### config.mk
export PLATFORM = sky130hd
export DESIGN_NAME = spi_csr_master_flat
export DESIGN_NICKNAME = d
export VERILOG_FILES = /design/src/rtl/spi_csr_master_if.sv /design/src/rtl/spi_csr_master.sv /design/src/flat_wrapper.sv
export SDC_FILE = /design/constraint.sdc
export NUM_CORES = 1
export LEC_CHECK = 0
export CAP_MARGIN = 15
export CORE_UTILIZATION = 40
export CTS_CLUSTER_SIZE = 10
export DETAILED_ROUTE_END_ITERATION = 10
export PLACE_DENSITY = 0.6
export SLEW_MARGIN = 20
export SYNTH_ARGS = -nofsm -noshare
export SYNTH_HDL_FRONTEND = slang
export SYNTH_SLANG_ARGS = --single-unit
### constraint.sdc
create_clock -name clk_i -period 3.11 [get_ports clk_i]
set_input_delay 0.4665 -clock clk_i [delete_from_list [all_inputs] [get_ports clk_i]]
set_output_delay 0.4665 -clock clk_i [all_outputs]
set_load 0.02 [all_outputs]
### src/rtl/spi_csr_master_if.sv
//==============================================================================
// Module   : spi_csr_master_if
// Brief    : On-chip CSR bus bundle (address, write data/enable, read
//            enable/data) between the SPI front end and the register map.
// Revision : 1.0 - initial release
//==============================================================================
`default_nettype none

interface spi_csr_master_if #(
    parameter int ADDR_WIDTH = 7,
    parameter int DATA_WIDTH = 8
);
    logic [ADDR_WIDTH-1:0] addr_o;
    logic [DATA_WIDTH-1:0] write_data_o;
    logic                  write_en_o;
    logic                  read_en_o;
    logic [DATA_WIDTH-1:0] read_data_i;

    // Bus master: the SPI front end
    modport master (
        output addr_o,
        output write_data_o,
        output write_en_o,
        output read_en_o,
        input  read_data_i
    );

    // Bus slave: the register map
    modport slave (
        input  addr_o,
        input  write_data_o,
        input  write_en_o,
        input  read_en_o,
        output read_data_i
    );
endinterface

`default_nettype wire

### src/rtl/spi_csr_master.sv
//==============================================================================
// Module   : spi_csr_master
// Brief    : SPI mode-0 slave that turns 16-bit host frames
//            {RnW, addr[6:0], data[7:0]} into single CSR bus reads/writes.
//            SPI pins are oversampled in the clk_i domain.
// Revision : 1.0 - initial release
//==============================================================================
`default_nettype none

module spi_csr_master #(
    parameter int ADDR_WIDTH = 7,
    parameter int DATA_WIDTH = 8,
    parameter int RD_LAT     = 2,
    parameter int WR_HOLD    = 3
) (
    input  wire              clk_i,
    input  wire              rst_i,
    input  wire              spi_sclk_i,
    input  wire              spi_csn_i,
    input  wire              spi_mosi_i,
    output logic             spi_miso_o,
    output logic             spi_miso_oe_o,
    spi_csr_master_if.master csr,
    output logic             frame_err_o
);
    localparam int c_FRAME_BITS = 1 + ADDR_WIDTH + DATA_WIDTH;
    localparam int c_CNT_W      = $clog2(c_FRAME_BITS + 1);
    localparam int c_ACC_MAX    = (RD_LAT > WR_HOLD) ? RD_LAT : WR_HOLD;
    localparam int c_ACC_W      = $clog2(c_ACC_MAX + 1);

    // Bit index (0-based) of the last header bit and of the last frame bit
    localparam logic [c_CNT_W-1:0] c_HDR_LAST   = c_CNT_W'(ADDR_WIDTH);
    localparam logic [c_CNT_W-1:0] c_FRAME_LAST = c_CNT_W'(c_FRAME_BITS - 1);
    // Read: enable for counts 0..RD_LAT-1, capture data at count RD_LAT
    localparam logic [c_ACC_W-1:0] c_RD_DONE    = c_ACC_W'(RD_LAT);
    // Write: enable for counts 0..WR_HOLD-1, leave on the last one
    localparam logic [c_ACC_W-1:0] c_WR_DONE    = c_ACC_W'(WR_HOLD - 1);

    localparam logic [2:0] c_IDLE   = 3'd0;
    localparam logic [2:0] c_HDR    = 3'd1;
    localparam logic [2:0] c_RD_ACC = 3'd2;
    localparam logic [2:0] c_DATA   = 3'd3;
    localparam logic [2:0] c_WR_ACC = 3'd4;
    localparam logic [2:0] c_TAIL   = 3'd5;

    logic                  r_sclk_meta, r_sclk_sync, r_sclk_d;
    logic                  r_csn_meta, r_csn_sync, r_csn_d;
    logic                  r_mosi_meta, r_mosi_sync;
    logic [2:0]            r_state, w_state_next;
    logic [c_CNT_W-1:0]    r_bit_cnt;
    logic [c_ACC_W-1:0]    r_acc_cnt;
    logic [ADDR_WIDTH-1:0] r_hdr;
    logic [DATA_WIDTH-2:0] r_wdat;
    logic [DATA_WIDTH-1:0] r_tx;
    logic                  r_rnw;
    logic                  r_miso;
    logic                  r_frame_err;
    logic                  w_abort;

    // Edge/level decode on the synchronised pins
    wire w_sclk_rise = r_sclk_sync & ~r_sclk_d;
    wire w_sclk_fall = ~r_sclk_sync & r_sclk_d;
    wire w_csn_fall  = r_csn_d & ~r_csn_sync;
    wire w_csn_high  = r_csn_sync;
    // A rising edge only counts while the host still holds chip select
    wire w_shift     = w_sclk_rise & ~w_csn_high;

    // Shift-in views including the bit arriving on this edge
    wire [ADDR_WIDTH:0]   w_hdr_next  = {r_hdr, r_mosi_sync};
    wire [DATA_WIDTH-1:0] w_wdat_next = {r_wdat, r_mosi_sync};

    // Two-flop synchronisers plus one delay stage for edge detection
    always_ff @(posedge clk_i or posedge rst_i) begin
        if (rst_i) begin
            r_sclk_meta <= 1'b0;
            r_sclk_sync <= 1'b0;
            r_sclk_d    <= 1'b0;
            r_csn_meta  <= 1'b1;
            r_csn_sync  <= 1'b1;
            r_csn_d     <= 1'b1;
            r_mosi_meta <= 1'b0;
            r_mosi_sync <= 1'b0;
        end else begin
            r_sclk_meta <= spi_sclk_i;
            r_sclk_sync <= r_sclk_meta;
            r_sclk_d    <= r_sclk_sync;
            r_csn_meta  <= spi_csn_i;
            r_csn_sync  <= r_csn_meta;
            r_csn_d     <= r_csn_sync;
            r_mosi_meta <= spi_mosi_i;
            r_mosi_sync <= r_mosi_meta;
        end
    end

    // FSM state register
    always_ff @(posedge clk_i or posedge rst_i) begin
        if (rst_i) begin
            r_state <= c_IDLE;
        end else begin
            r_state <= w_state_next;
        end
    end

    // FSM next-state logic
    always_comb begin
        w_state_next = r_state;
        case (r_state)
            c_IDLE: begin
                if (w_csn_fall) w_state_next = c_HDR;
            end
            c_HDR: begin
                if (w_csn_high)
                    w_state_next = c_IDLE;
                else if (w_sclk_rise && (r_bit_cnt == c_HDR_LAST))
                    w_state_next = w_hdr_next[ADDR_WIDTH] ? c_RD_ACC : c_DATA;
            end
            c_RD_ACC: begin
                // The read always runs to completion; an early CS release
                // is only acted on once the data slot has passed.
                if (r_acc_cnt == c_RD_DONE)
                    w_state_next = w_csn_high ? c_IDLE : c_DATA;
            end
            c_DATA: begin
                if (w_csn_high)
                    w_state_next = c_IDLE;
                else if (w_sclk_rise && (r_bit_cnt == c_FRAME_LAST))
                    w_state_next = r_rnw ? c_TAIL : c_WR_ACC;
            end
            c_WR_ACC: begin
                if (r_acc_cnt == c_WR_DONE) w_state_next = c_TAIL;
            end
            c_TAIL: begin
                if (w_csn_high) w_state_next = c_IDLE;
            end
            default: w_state_next = c_IDLE;
        endcase
    end

    // FSM outputs: bus enables and the abort condition
    always_comb begin
        csr.read_en_o  = 1'b0;
        csr.write_en_o = 1'b0;
        w_abort        = 1'b0;
        case (r_state)
            c_HDR, c_DATA: w_abort = w_csn_high;
            c_RD_ACC: begin
                csr.read_en_o = (r_acc_cnt != c_RD_DONE);
                w_abort       = w_csn_high && (r_acc_cnt == c_RD_DONE);
            end
            c_WR_ACC: csr.write_en_o = 1'b1;
            default: ;
        endcase
    end

    // Datapath: counters, shift registers, bus address/data, MISO
    always_ff @(posedge clk_i or posedge rst_i) begin
        if (rst_i) begin
            r_bit_cnt        <= '0;
            r_acc_cnt        <= '0;
            r_hdr            <= '0;
            r_wdat           <= '0;
            r_tx             <= '0;
            r_rnw            <= 1'b0;
            r_miso           <= 1'b0;
            r_frame_err      <= 1'b0;
            csr.addr_o       <= '0;
            csr.write_data_o <= '0;
        end else begin
            r_frame_err <= w_abort;

            if (r_state != w_state_next)
                r_acc_cnt <= '0;
            else if ((r_state == c_RD_ACC) || (r_state == c_WR_ACC))
                r_acc_cnt <= r_acc_cnt + 1'b1;

            case (r_state)
                c_IDLE: begin
                    r_bit_cnt <= '0;
                    r_miso    <= 1'b0;
                end
                c_HDR: begin
                    if (w_shift) begin
                        r_bit_cnt <= r_bit_cnt + 1'b1;
                        r_hdr     <= w_hdr_next[ADDR_WIDTH-1:0];
                        if (r_bit_cnt == c_HDR_LAST) begin
                            csr.addr_o <= w_hdr_next[ADDR_WIDTH-1:0];
                            r_rnw      <= w_hdr_next[ADDR_WIDTH];
                        end
                    end
                end
                c_RD_ACC: begin
                    if (r_acc_cnt == c_RD_DONE) r_tx <= csr.read_data_i;
                end
                c_DATA: begin
                    if (w_shift) begin
                        r_bit_cnt <= r_bit_cnt + 1'b1;
                        r_wdat    <= w_wdat_next[DATA_WIDTH-2:0];
                        if ((r_bit_cnt == c_FRAME_LAST) && !r_rnw)
                            csr.write_data_o <= w_wdat_next;
                    end
                    // Write frames keep MISO at 0; reads shift out MSB first
                    if (r_rnw && w_sclk_fall) begin
                        r_miso <= r_tx[DATA_WIDTH-1];
                        r_tx   <= {r_tx[DATA_WIDTH-2:0], 1'b0};
                    end
                end
                default: ;
            endcase
        end
    end

    assign spi_miso_o    = r_miso;
    assign spi_miso_oe_o = ~r_csn_sync;
    assign frame_err_o   = r_frame_err;

endmodule

`default_nettype wire
### src/flat_wrapper.sv
// flat-port wrapper written by rule: the top's interface ports become plain ports
module spi_csr_master_flat 
#(
    parameter int ADDR_WIDTH = 7,
    parameter int DATA_WIDTH = 8,
    parameter int RD_LAT     = 2,
    parameter int WR_HOLD    = 3
)
  (clk_i, rst_i, spi_sclk_i, spi_csn_i, spi_mosi_i, spi_miso_o, spi_miso_oe_o, frame_err_o, csr_addr_o, csr_write_data_o, csr_write_en_o, csr_read_en_o, csr_read_data_i);
  spi_csr_master_if #(.ADDR_WIDTH(ADDR_WIDTH), .DATA_WIDTH(DATA_WIDTH)) csr_i ();
  input  wire clk_i;
  input  wire rst_i;
  input  wire spi_sclk_i;
  input  wire spi_csn_i;
  input  wire spi_mosi_i;
  output logic spi_miso_o;
  output logic spi_miso_oe_o;
  output logic frame_err_o;
  output wire logic [$bits(csr_i.addr_o)-1:0] csr_addr_o;
  output wire logic [$bits(csr_i.write_data_o)-1:0] csr_write_data_o;
  output wire logic [$bits(csr_i.write_en_o)-1:0] csr_write_en_o;
  output wire logic [$bits(csr_i.read_en_o)-1:0] csr_read_en_o;
  input wire logic [$bits(csr_i.read_data_i)-1:0] csr_read_data_i;
  assign csr_addr_o = csr_i.addr_o;
  assign csr_write_data_o = csr_i.write_data_o;
  assign csr_write_en_o = csr_i.write_en_o;
  assign csr_read_en_o = csr_i.read_en_o;
  assign csr_i.read_data_i = csr_read_data_i;
  spi_csr_master #(.ADDR_WIDTH(ADDR_WIDTH), .DATA_WIDTH(DATA_WIDTH), .RD_LAT(RD_LAT), .WR_HOLD(WR_HOLD)) u_core (.clk_i(clk_i), .rst_i(rst_i), .spi_sclk_i(spi_sclk_i), .spi_csn_i(spi_csn_i), .spi_mosi_i(spi_mosi_i), .spi_miso_o(spi_miso_o), .spi_miso_oe_o(spi_miso_oe_o), .csr(csr_i), .frame_err_o(frame_err_o));
endmodule
==> out/metrics.yaml <==
nets: 258
cp-startpoint: "u_core.r_state[1]"
fin_tns_setup_ps: 0
rsz0062_at_grt: "false"
setup_viol: 0
die-area_um2: 6750
gp_congestion: 0.780
syn_area_per_cell_um2: 12.6
rows: 28
postRouteAntennaNets: 0
dp_hpwl_mm: 3.10
drc_errors: 0
seqCellArea_um2: 1460
cts_setup_buffers: 0
top_usage_layer: "met2"
diodes: 0
grtUsageMet1: 0.213
grt_max_degree: 30
crit_arrival_ps: 2110
vdd_drop_max_mv: 0.317
n_fill_cell: 522
synth_cells: 204
hold_buffers: 0
synthMostInstantiatedCell: "dfrtp_1"
pwr_density_cell_nw_per_um2: 522
fin_cells: 322
post_cts_resized: 0
synthArstFlopShare: 1.00
path_cells: "nand2b_1 > nor3_1 > clkdlybuf4s50_1"
synthTopCellsByArea: "dfrtp_1, mux2_2, mux2i_1"
path_class: "reg -> out"
clock_skew_ps: 4.09
min-delay-start: "u_core.r_mosi_meta"
grt_overflow: 0
ys_warn_count: 0
layout-drive-gt1-share: 0.243
syn_area_um2: 2570
ys_ff_latch: 58
numCtsBuffers: 9
die_h_um: 82.2
drt-pass1-iter-count: 4
synth.top_cells.by_count: "dfrtp_1, mux2_2, a21oi_1, nor2_1, mux2i_1"
h-tree-depth: 3
syn_nets: 220
wl_per_cell_um: 13.8
clock_latency_ps: 330
outcome: "finished, final reports clean"
grt.met2_usage: 0.223
drt_iter0_markers: 115
startpoint_type: "flop"
synth_largest_area_cell: "dfrtp_1"
cts_buffer_depth: 2
path_clk_slew_ps: 70
grt_pass1_vias: 1647
max_slew_margin: 0.563
hold_viol: 0
r2r-end: "u_core.csr.write_data_o[7]"
ys.flop_type: "dfrtp_1"
dp_cells: 306
period_needed_ps: 2580
fin_area_um2: 3190
tightest_slew_ps: 651
vias_per_cell: 5.18
endpoint: "csr_read_en_o"
crit-reg2reg-launch: "u_core.r_bit_cnt[0]"
syn2layout_area_growth_pct: 24.2
synth_cell_type_count: 43
fin_crit_sh: 0.830
yosysTopAreaCellShare: 0.535
p_leak_nw: 1.51
utilization: 0.527
cts.sinks: 58
r2r_cells: 6
antenna_found_initial: 0
grt_usage: 0.158
hold_class: "reg -> reg"
min_path_cells: 0
coreArea_um2: 6060
crit_fanout: 17
rrSetupSlack_ps: 940
required_ps: 2640
dpl-instance-area_um2: 2970
cap_violations: 0
start_util: 0.424
postRouteWirelength_mm: 4.46
yosysSeqAreaShare: 0.566
fmax_ghz: 0.387
clock_tree.root_cell: "clkbuf_8"
slowest_delay_ps: 710
die_w_um: 82.2
io_pins: 33
via_count: 1667
synth_edf_count: 0
grt_pass1_wl_mm: 7.77
crit_slowest_cell: "dfrtp_1"
slew_violations: 0
met3_usage: 0.0429
cts_tree: "built"
io_buffers: 32
multi_input_area_um2: 1030
worst_setup_path_end_kind: "output port"
[registers in the layout (all words and copies together) (netlist names), 2 cells and up]
register / count
u_core.r_hdr: 7
u_core.r_state: 3
u_core.csr.addr_o: 7
u_core.csr.write_data_o: 8
u_core.r_wdat: 7
u_core.r_tx: 8
u_core.r_acc_cnt: 2
u_core.r_bit_cnt: 5
[stage by stage]
| step | setup WS [ps] | power [mW] | hold WS, ps |
|---|---|---|---|
| floorplan | 1220 | 0.865 | 331 |
| global placement | 915 | 0.903 | 333 |
| detailed placement | 881 | 0.904 | 341 |
| CTS | 502 | 1.69 | 352 |
| global route | 396 | 1.74 | 353 |
| finish | 529 | 1.67 | 357 |
[critical path, delay by kind of cell, from the launching register on]
family	cells	cell delay (ps)
DFF	1	710
and+or+nand+nor	2	430
buffers and inverters	1	640
[area by class of cell]
type                            instances  area share
Clock inverter                          6      0.0278
Inverter                                7     0.00823
Timing Repair Buffer                   37       0.112
Multi-Input combinational cell        129       0.324
Tap cell                               75      0.0294
Sequential cell                        58       0.456
Clock buffer                           10      0.0431
[cells in the final DEF, fill, tap and decap left out, drive strengths merged, types with 2 or more instances in the layout]
master,instances
a21oi,16
and3,3
buf,5
bufinv,2
clkbuf,10
clkdlybuf4s50,32
clkinvlp,2
dfrtp,55
dfstp,3
ha,3
inv,8
mux2,30
mux2i,10
nand2,6
nand2b,4
nand3,6
nand4b,3
nor2,11
nor2b,4
nor3,5
nor4,2
nor4bb,2
o211ai,2
o21a,3
o22ai,2
o31ai,2
xor2,2
[logic make-up (layout without fill, tap and decap cells)]
| logic type | after synthesis | after routing | synth area share |
|---|---|---|---|
| xor gates and xnor gates | 3 | 3 | 0.0102 |
| and+or+nand+nor | 52 | 52 | 0.131 |
| DFF | 58 | 58 | 0.566 |
| muxes | 40 | 40 | 0.170 |
| adders and majority gates | 3 | 3 | 0.0146 |
| buffers and inverters | 17 | 60 | 0.0316 |
| AOI/OAI and AO/OA | 31 | 31 | 0.0759 |
[how the worst min path moves through the flow]
stage	end	slack, ps
6_report	u_core.r_mosi_sync	360
5_1_grt	u_core.r_sclk_sync	350
4_1_cts	u_core.r_sclk_sync	350
3_5_place_dp	u_core.r_sclk_sync	340
3_3_place_gp	u_core.r_sclk_sync	330
2_1_floorplan	u_core.r_mosi_sync	330
[where the power goes]
part	switching (mW)	internal, mW	leakage [nW]
registers	0.0217	0.780	0.741
logic	0.0436	0.0424	0.663
clock network	0.306	0.474	0.109
total	0.371	1.30	1.51
[metal layers]
metal,up-vias,routed length (um),share of wire
met3,8,159,0.036
met5,-,0,0
met2,32,1960,0.44
met1,811,2270,0.51
met4,0,73,0.016
li1,816,-,-
(Power assumes the default switching activity.)
==> patch, RTL diff (config.mk and constraints unchanged) <==
Register the output `spi_miso_oe_o`, with the module's reset; this adds one clock of latency there. The other outputs are not delayed to match.
--- a/src/rtl/spi_csr_master.sv
+++ b/src/rtl/spi_csr_master.sv
@@ -210,7 +210,13 @@
     end
 
     assign spi_miso_o    = r_miso;
-    assign spi_miso_oe_o = ~r_csn_sync;
+    always_ff @(posedge clk_i or posedge rst_i) begin
+        if (rst_i) begin
+            spi_miso_oe_o <= '0;
+        end else begin
+            spi_miso_oe_o <= ~r_csn_sync;
+        end
+    end
     assign frame_err_o   = r_frame_err;
 
 endmodule
Check against the original RTL: not equivalent (Yosys sat finds a counterexample within 4 cycles, from zero or initial values and one cycle with rst_i high).
==> patch against the unedited design <==
Fmax is 0.47% higher. Sequential cell count is 1 higher. Sequential share of layout area is 0.64 points higher. Routed wire length is 1.7% higher. Total power is 1.9% lower. Clock power is 6.2% lower. Synthesized area is 0.97% higher. Core utilization is 0.14 points lower. Design area is 0.31% higher. Worst setup slack better by 0.012 ns. Cell count is 0.31% lower.
==> patch: results (changes against the unedited design) <==
| Metric | Value |
|---|---|
| Status | completed (unchanged) |
| Number of nets in the synthesized netlist | 221 (was 220) |
| Reg2reg setup slack | 1.00 ns (was 0.94 ns) |
| Synth area leaders | sky130_fd_sc_hd__dfrtp_1, sky130_fd_sc_hd__mux2_2, sky130_fd_sc_hd__mux2i_1 (unchanged) |
| Layout filler cell count | 541 (was 522) |
| Clock Tree Buf Depth | 2 (unchanged) |
| P_leak | 1.521 nW (was 1.513 nW) |
| Length of routed met2 wiring | 2051 um (was 1956 um) |
| Rel. slew slack | 0.5839 (was 0.5628) |
| Synthesized area per cell | 12.66 sq um (was 12.60 sq um) |
| Capture instance of the worst register-to-register path | u_core.csr.write_data_o[2]$_DFFE_PP0P_ (was u_core.csr.write_data_o[7]$_DFFE_PP0P_) |
| Fraction of layout cells with a size suffix above 1 | 0.2317 (was 0.2429) |
| Max rail drop VDD | 320.5 uV (was 316.6 uV) |
| Met1 usage | 0.2071 (was 0.2129) |
| Share of the yosys chip area belonging to registers | 0.5701 (was 0.5659) |
| Final instance count without filler cells | 321 (was 322) |
| Met3 usage in global routing | 0.07692 (was 0.04286) |
| Post-detailed-placement half-perimeter wirelength | 2983 um (was 3104 um) |
| Placed Cells | 306 (unchanged) |
| Via total after detailed routing | 1651 (was 1667) |
| Leading post-synthesis cells by instance count | sky130_fd_sc_hd__dfrtp_1, sky130_fd_sc_hd__mux2_2, sky130_fd_sc_hd__a21oi_1, sky130_fd_sc_hd__nor2_1, sky130_fd_sc_hd__mux2i_1 (unchanged) |
| Met3 layer wire length in the routed design | 258 um (was 159 um) |
| Final worst path period need | 2.569 ns (was 2.581 ns) |
| First-pass GRT wire length | 7845 um (was 7769 um) |
| First-iteration detailed-routing DRC count | 108 (was 115) |
| Total Wirelength | 4534 um (was 4459 um) |
| Pre-CTS setup slack | 0.8843 ns (was 0.8815 ns) |
| Cell area reported after detailed placement | 2998 sq um (was 2968 sq um) |
| Aggregate global-route resource usage | 0.1617 (was 0.1584) |
| Largest net degree at the start of global routing | 33 (was 30) |
| Setup Skew | 0.008140 ns (was 0.004091 ns) |
| RePlAce Congestion | 0.7627 (was 0.7804) |
| Global routing usage on met2 | 0.2388 (was 0.2231) |
==> patch: cell count changes after synthesis <==
cell	before	now
sky130_fd_sc_hd__dfrtp_1	55	56
==> patch: where the power goes <==
group          internal, mW  switching, mW  total [mW]
sequential            0.794         0.0201       0.814
combinational        0.0433         0.0453      0.0887
clock                 0.445          0.287       0.732
total                  1.28          0.353        1.64
==> patch: worst min path at each step <==
stage	start	end	slack [ns]	cells after the start
3_5_place_dp	u_core.r_sclk_meta$_DFF_PP0_	u_core.r_sclk_sync$_DFF_PP0_	0.34	0
3_3_place_gp	u_core.r_sclk_meta$_DFF_PP0_	u_core.r_sclk_sync$_DFF_PP0_	0.33	0
6_report	u_core.r_sclk_meta$_DFF_PP0_	u_core.r_sclk_sync$_DFF_PP0_	0.35	0
2_1_floorplan	u_core.r_mosi_meta$_DFF_PP0_	u_core.r_mosi_sync$_DFF_PP0_	0.33	0
4_1_cts	u_core.r_csn_meta$_DFF_PP1_	u_core.r_csn_sync$_DFF_PP1_	0.35	0
5_1_grt	u_core.r_csn_meta$_DFF_PP1_	u_core.r_csn_sync$_DFF_PP1_	0.36	0
==> patch: cell families (layout without fill, tap and decap cells) <==
kind of cell | count (synthesis) | count (layout) | synth area share
compound gates | 31 | 31 | 0.07518
xor+xnor | 3 | 3 | 0.01012
fa+ha+maj | 3 | 3 | 0.01446
buf+inv | 17 | 58 | 0.03132
flops | 59 | 59 | 0.5701
mux | 40 | 40 | 0.1687
simple gates | 52 | 52 | 0.1301
==> patch: final cells by class <==
type | instances | share of cell area
clock buffers | 10 | 0.03983
clock inverters | 5 | 0.02460
inverters | 7 | 0.008200
multi-input cells | 129 | 0.3229
flip-flops and latches | 59 | 0.4619
well taps | 75 | 0.02929
repair buffers | 36 | 0.1132
